## config.mk

```make
export PLATFORM = sky130hd
export DESIGN_NAME = led_rx_deser_flat
export DESIGN_NICKNAME = d
export VERILOG_FILES = /design/src/rtl/led_rx_deser_pkg.sv /design/src/rtl/led_rx_deser_if.sv /design/src/rtl/led_rx_deser_sync.sv /design/src/rtl/led_rx_deser.sv /design/src/flat_wrapper.sv
export SDC_FILE = /design/constraint.sdc
export NUM_CORES = 1
export LEC_CHECK = 0
export ABC_CLOCK_PERIOD_IN_PS = 4900
export BUFFER_PORTS_ARGS = -buffer_cell sky130_fd_sc_hd__buf_2
export CAP_MARGIN = 0
export CORE_ASPECT_RATIO = 0.75
export CORE_UTILIZATION = 50
export DETAILED_ROUTE_END_ITERATION = 12
export GPL_ROUTABILITY_DRIVEN = 0
export MAX_ROUTING_LAYER = met4
export PLACE_DENSITY = 0.82
export REMOVE_ABC_BUFFERS = 1
export SYNTH_ARGS = -nofsm -noshare
export SYNTH_HDL_FRONTEND = slang
export SYNTH_SLANG_ARGS = --single-unit
```

## constraint.sdc

```tcl
create_clock -name clk_fast -period 4.9 [get_ports clk_fast]
set_input_delay 0.735 -clock clk_fast [delete_from_list [all_inputs] [get_ports clk_fast]]
set_output_delay 0.735 -clock clk_fast [all_outputs]
set_load 0.02 [all_outputs]
```

## src/rtl/led_rx_deser_pkg.sv

```systemverilog
// Shared types and widths for the LED link receive deserializer.
package led_pkg;
    localparam int COMP_W = 4;
    localparam int PIX_W  = 12;

    typedef enum logic [1:0] {
        IDLE,
        SHIFT,
        WAIT_IDLE,
        DISCARD
    } rx_state_t;
endpackage

```

## src/rtl/led_rx_deser_if.sv

```systemverilog
// Received-frame bus: per-lane RGB words, event strobes and the good-frame counter.
interface led_rx_deser_if #(
    parameter int LANES = 8
);
    logic [LANES-1:0][led_pkg::COMP_W-1:0] rx_R;
    logic [LANES-1:0][led_pkg::COMP_W-1:0] rx_G;
    logic [LANES-1:0][led_pkg::COMP_W-1:0] rx_B;
    logic                                  frame_vld;
    logic                                  trunc_err;
    logic                                  ovr_err;
    logic [15:0]                           frame_cnt;

    modport master (
        output rx_R, rx_G, rx_B, frame_vld, trunc_err, ovr_err, frame_cnt
    );
    modport slave (
        input  rx_R, rx_G, rx_B, frame_vld, trunc_err, ovr_err, frame_cnt
    );
endinterface

```

## src/rtl/led_rx_deser_sync.sv

```systemverilog
// Synchronizer chain for the asynchronous link inputs plus a cko rising-edge detector.
module led_rx_sync #(
    parameter int LANES       = 8,
    parameter int SYNC_STAGES = 2
) (
    input  logic             clk_fast,
    input  logic             rstn,
    input  logic             cko_i,
    input  logic [LANES-1:0] sdo_i,
    output logic             cko_rise_o,
    output logic [LANES-1:0] sdo_o
);
    logic [SYNC_STAGES-1:0][LANES:0] sync_q;
    logic                            cko_prev_q;

    always_ff @(posedge clk_fast or negedge rstn) begin
        if (!rstn) begin
            sync_q     <= '0;
            cko_prev_q <= 1'b0;
        end else begin
            sync_q[0] <= {cko_i, sdo_i};
            for (int unsigned s = 1; s < SYNC_STAGES; s++) begin
                sync_q[s] <= sync_q[s-1];
            end
            cko_prev_q <= sync_q[SYNC_STAGES-1][LANES];
        end
    end

    assign cko_rise_o = sync_q[SYNC_STAGES-1][LANES] & ~cko_prev_q;
    assign sdo_o      = sync_q[SYNC_STAGES-1][LANES-1:0];
endmodule

```

## src/rtl/led_rx_deser.sv

```systemverilog
// LED link receiver: shifts synced sdo lanes on cko edges and frames pixels on cko idle gaps.
module led_rx_deser
    import led_pkg::*;
#(
    parameter int LANES       = 8,
    parameter int BITS        = PIX_W,
    parameter int IDLE_CYC    = 16,
    parameter int SYNC_STAGES = 2
) (
    input  logic             clk_fast,
    input  logic             rstn,
    input  logic             en,
    input  logic             cko_i,
    input  logic [LANES-1:0] sdo_i,
    led_rx_deser_if.master   rx
);
    localparam int CNT_W = $clog2(IDLE_CYC + 1);
    localparam int BIT_W = $clog2(BITS + 1);

    logic                             cko_rise;
    logic [LANES-1:0]                 sdo_s;
    logic [CNT_W-1:0]                 idle_cnt_q;
    logic                             gap;
    logic [LANES-1:0][BITS-1:0]       sh_q;
    logic [LANES-1:0][BITS-1:0]       sh_d;
    rx_state_t                        state_q;
    logic [BIT_W-1:0]                 bit_cnt_q;
    logic [LANES-1:0][COMP_W-1:0]     rx_R_q, rx_G_q, rx_B_q;
    logic                             frame_vld_q, trunc_err_q, ovr_err_q;
    logic [15:0]                      frame_cnt_q;

    led_rx_sync #(
        .LANES      (LANES),
        .SYNC_STAGES(SYNC_STAGES)
    ) u_sync (
        .clk_fast  (clk_fast),
        .rstn      (rstn),
        .cko_i     (cko_i),
        .sdo_i     (sdo_i),
        .cko_rise_o(cko_rise),
        .sdo_o     (sdo_s)
    );

    always_comb begin
        sh_d = sh_q;
        for (int unsigned i = 0; i < LANES; i++) begin
            sh_d[i] = {sh_q[i][BITS-2:0], sdo_s[i]};
        end
    end

    assign gap = (idle_cnt_q == CNT_W'(IDLE_CYC - 1)) && !cko_rise;

    always_ff @(posedge clk_fast or negedge rstn) begin
        if (!rstn) begin
            idle_cnt_q <= CNT_W'(IDLE_CYC);
            sh_q       <= '0;
        end else begin
            if (cko_rise) begin
                idle_cnt_q <= '0;
                sh_q       <= sh_d;
            end else if (idle_cnt_q != CNT_W'(IDLE_CYC)) begin
                idle_cnt_q <= idle_cnt_q + CNT_W'(1);
            end
        end
    end

    // Frame capture uses sh_d so the BITS-th bit lands in the same cycle it is seen.
    always_ff @(posedge clk_fast or negedge rstn) begin
        if (!rstn) begin
            state_q     <= IDLE;
            bit_cnt_q   <= '0;
            rx_R_q      <= '0;
            rx_G_q      <= '0;
            rx_B_q      <= '0;
            frame_vld_q <= 1'b0;
            trunc_err_q <= 1'b0;
            ovr_err_q   <= 1'b0;
            frame_cnt_q <= '0;
        end else begin
            frame_vld_q <= 1'b0;
            trunc_err_q <= 1'b0;
            ovr_err_q   <= 1'b0;
            if (!en) begin
                state_q   <= IDLE;
                bit_cnt_q <= '0;
            end else begin
                unique case (state_q)
                    IDLE: begin
                        if (cko_rise) begin
                            bit_cnt_q <= BIT_W'(1);
                            state_q   <= SHIFT;
                        end
                    end
                    SHIFT: begin
                        if (cko_rise) begin
                            if (bit_cnt_q == BIT_W'(BITS - 1)) begin
                                for (int unsigned i = 0; i < LANES; i++) begin
                                    rx_R_q[i] <= sh_d[i][BITS-1 -: COMP_W];
                                    rx_G_q[i] <= sh_d[i][BITS-1-COMP_W -: COMP_W];
                                    rx_B_q[i] <= sh_d[i][COMP_W-1:0];
                                end
                                frame_vld_q <= 1'b1;
                                frame_cnt_q <= frame_cnt_q + 16'd1;
                                bit_cnt_q   <= BIT_W'(BITS);
                                state_q     <= WAIT_IDLE;
                            end else begin
                                bit_cnt_q <= bit_cnt_q + BIT_W'(1);
                            end
                        end else if (gap) begin
                            trunc_err_q <= 1'b1;
                            bit_cnt_q   <= '0;
                            state_q     <= IDLE;
                        end
                    end
                    WAIT_IDLE: begin
                        if (cko_rise) begin
                            ovr_err_q <= 1'b1;
                            state_q   <= DISCARD;
                        end else if (gap) begin
                            bit_cnt_q <= '0;
                            state_q   <= IDLE;
                        end
                    end
                    DISCARD: begin
                        if (gap) begin
                            bit_cnt_q <= '0;
                            state_q   <= IDLE;
                        end
                    end
                    default: state_q <= IDLE;
                endcase
            end
        end
    end

    assign rx.rx_R      = rx_R_q;
    assign rx.rx_G      = rx_G_q;
    assign rx.rx_B      = rx_B_q;
    assign rx.frame_vld = frame_vld_q;
    assign rx.trunc_err = trunc_err_q;
    assign rx.ovr_err   = ovr_err_q;
    assign rx.frame_cnt = frame_cnt_q;
endmodule

```

## src/flat_wrapper.sv

```systemverilog
// flat-port wrapper written by rule: the top's interface ports become plain ports
module led_rx_deser_flat import led_pkg::*;
#(
    parameter int LANES       = 8,
    parameter int BITS        = PIX_W,
    parameter int IDLE_CYC    = 16,
    parameter int SYNC_STAGES = 2
)
  (clk_fast, rstn, en, cko_i, sdo_i, rx_rx_R, rx_rx_G, rx_rx_B, rx_frame_vld, rx_trunc_err, rx_ovr_err, rx_frame_cnt);
  led_rx_deser_if #(.LANES(LANES)) rx_i ();
  input  logic clk_fast;
  input  logic rstn;
  input  logic en;
  input  logic cko_i;
  input  logic [LANES-1:0] sdo_i;
  output wire logic [$bits(rx_i.rx_R)-1:0] rx_rx_R;
  output wire logic [$bits(rx_i.rx_G)-1:0] rx_rx_G;
  output wire logic [$bits(rx_i.rx_B)-1:0] rx_rx_B;
  output wire logic [$bits(rx_i.frame_vld)-1:0] rx_frame_vld;
  output wire logic [$bits(rx_i.trunc_err)-1:0] rx_trunc_err;
  output wire logic [$bits(rx_i.ovr_err)-1:0] rx_ovr_err;
  output wire logic [$bits(rx_i.frame_cnt)-1:0] rx_frame_cnt;
  assign rx_rx_R = rx_i.rx_R;
  assign rx_rx_G = rx_i.rx_G;
  assign rx_rx_B = rx_i.rx_B;
  assign rx_frame_vld = rx_i.frame_vld;
  assign rx_trunc_err = rx_i.trunc_err;
  assign rx_ovr_err = rx_i.ovr_err;
  assign rx_frame_cnt = rx_i.frame_cnt;
  led_rx_deser #(.LANES(LANES), .BITS(BITS), .IDLE_CYC(IDLE_CYC), .SYNC_STAGES(SYNC_STAGES)) u_core (.clk_fast(clk_fast), .rstn(rstn), .en(en), .cko_i(cko_i), .sdo_i(sdo_i), .rx(rx_i));
endmodule
```

==> flow_metrics.tcl <==
set metrics [dict create \
    status "completed" \
    io_pins 127 \
    drive_gt1_share_pct 30.8 \
    numCtsBuffers 23 \
    hold_viol_final 0 \
    post-cts-setup-buffers 0 \
    layout_common_cells "271 x nand2_1, 232 x dfrtp_1, 125 x buf_2" \
    syn-cell-area_um2 9050 \
    cts_tree "built" \
    cts-resized-gates 0 \
    topRoutingLayerUsed "met4" \
    ys_ff_latch 233 \
    tightestPinTransition_ps 1110 \
    final_cells 1111 \
    synth.avg_cell_area_um2 12.3 \
    synth_cell_types 41 \
    finalSetupTns_ps 0 \
    cts_hold_buf 0 \
    r2r_end "u_core.rx.rx_B[13]" \
    r2r_start "u_core.bit_cnt_q[0]" \
    rr_worst_depth 5 \
    hpwl_um 10600 \
    syn2layout_area_growth_pct 17.7 \
    rows 42 \
    finalWirelength_um 17300 \
    finalCriticalPeriod_ps 2660 \
    coreArea_um2 17700 \
    die_y_um 119 \
    antenna_found_initial 0 \
    worstPathRequired_ps 5290 \
    clk_latency_ps 500 \
    ir_drop_mv 0.274 \
    min_path_type "primary input to async pin" \
    io_buffers 126 \
    cts_sinks 233 \
    yosysSeqAreaShare_pct 64.4 \
    nets 870 \
    max_freq_mhz 376 \
    finalSetupViolCount 0 \
    fin_crit_sh_pct 54.3 \
    met1_length_um 8150 \
    slew_viol_final 0 \
    drt_iter0_drc 387 \
    rsz0062_at_grt "no" \
    yosys_warnings 0 \
    maxCapViolations 0 \
    htree_levels 1 \
    final_common_cell "nand2_1" \
    routed-wl-met2_um 8020 \
    grt_max_degree 142 \
    nFillCells 1406 \
    critPathArrivalTime_ps 3050 \
    powerDensity_nw_per_um2 407 \
    clock_path_buffers 3 \
    finClkSkew_ps 13.5 \
    crit_path_max_fanout 64 \
    post-route-util_pct 60.3 \
    cts_root_buffer "clkbuf_16" \
    slew-limit-headroom_pct 26.2 \
    grt_usage_pct 20.1 \
    grt.overflow.total 0 \
    dr.pass1.iters 4 \
    wl_per_cell_um 15.6 \
    drc 0 \
    path_class "register to register" \
    p_leak_nw 5.82 \
    start_kind "register" \
    diodes 0 \
    route.met3.wl_um 719 \
    start_util_pct 51.3 \
    die-area_um2 18700 \
    grt_pass1_wl_um 29000 \
    endpoint_kind "register" \
    dp.cells 1070 \
    avgViaCountPerCell 5.02 \
    num_vias 5578 \
    drtAntennaViolNets 0 \
    r2r_slack_ps 2240 \
    clk_pin_slew_ps 60 \
    synthCells 736 \
    grt_pass1_vias 5646 \
    die_w_um 157 \
]
[report_power, final]
part	leakage, nW	switching (W)	total [W]	internal (W)
combinational	2.28	0.000161	0.000255	0.0000943
clock	0.400	0.000713	0.00185	0.00114
sequential	3.14	0.000136	0.00223	0.00209
[metrics by stage]
stage                     cell area, µm²  setup slack [ps]  hold slack, ps  power (W)
after floorplan                     8830               100             331    0.00239
after global placement              9840              2230             332    0.00250
after detailed placement            9840              2180             336    0.00252
after CTS                          10700              2230             318    0.00439
after global routing               10700              2070             319    0.00453
final                              10700              2240             285    0.00434
[worst max-delay path by stage]
| stage | startpoint | end | slack [ps] | cells past startpoint |
|---|---|---|---|---|
| final | u_core.bit_cnt_q[0] | u_core.rx.rx_B[13] | 2240 | 5 |
| after global routing | u_core.bit_cnt_q[0] | u_core.rx.frame_cnt[4] | 2070 | 6 |
| after CTS | u_core.bit_cnt_q[1] | u_core.rx.rx_R[28] | 2230 | 5 |
| after detailed placement | en | u_core.rx.frame_cnt[15] | 2180 | 5 |
| after global placement | en | u_core.rx.rx_R[30] | 2230 | 4 |
| after floorplan | u_core.bit_cnt_q[0] | u_core.rx.frame_cnt[11] | 100 | 5 |
[cells in the mapped netlist (all sizes together)]
cell     count  area (µm²)
nand2      271        1020
dfrtp      232        5810
mux2        97        1290
buf         23         171
xnor2       16         140
clkbuf      15        56.3
nand4       11        68.8
and3         6        37.5
nand3        6        30.0
nor2         6        22.5
ha           5        62.6
inv          5        18.8
a21oi        4        20.0
and2         4        25.0
nor2b        4        25.0
and4         3        26.3
o21ai        3        15.0
a31oi        2        12.5
nand2b       2        12.5
nor3         2        10.0
o21a         2        15.0
o2bb2ai      2        17.5
xor2         2        17.5
a21boi       1        7.51
a221oi       1        8.76
a32oi        1        8.76
and3b        1        8.76
and4b        1        10.0
and4bb       1        12.5
dfstp        1        26.3
mux2i        1        10.0
nand3b       1        7.51
nand4b       1        8.76
nor3b        1        7.51
o21bai       1        7.51
o31ai        1        7.51
[cell families after synthesis]
logic type | Yosys count | share of synthesized area, %
AO/OA/AOI/OAI | 18 | 1.33
multiplexers | 98 | 14.4
AND/OR/NAND/NOR | 321 | 14.7
adder cells (fa/ha/maj) | 5 | 0.691
XOR/XNOR | 18 | 1.74
flip-flops | 233 | 64.4
buffers and inverters | 43 | 2.72
[critical path, stage by stage (launching register included)]
cell     delay [ps]
dfrtp_1         420
ha_1            220
and3b_1         240
and3_4          780
buf_12          420
mux2_2          390
[layout make-up]
class / instances / area (µm²) / share of cell area [%]
clock inverters: 6 / 109 / 1.02
repair buffers: 130 / 696 / 6.53
inverters: 5 / 18.8 / 0.176
multi-input cells: 460 / 3000 / 28.1
well taps: 242 / 303 / 2.84
flip-flops and latches: 233 / 5830 / 54.7
clock buffers: 35 / 701 / 6.58
[state kept, by name, summed over array words and instances (netlist names), 2 cells and up]
signal,count
u_core.sh_d,88
u_core.rx.rx_R,32
u_core.idle_cnt_q,5
u_core.rx.rx_B,32
u_core.u_sync.sync_q,10
u_core.rx.frame_cnt,16
u_core.rx.rx_G,32
u_core.state_q,2
u_core.u_sync.sdo_o,8
u_core.bit_cnt_q,4
[per-layer routing]
layer | vias to the layer above | GRT usage, %
met2 | 140 | 30.6
met4 | 0 | 4.98
li1 | 2634 | -
met1 | 2769 | 28.1
met3 | 35 | 3.41
met5 | - | -
Power figures use the tool's default switching activity.
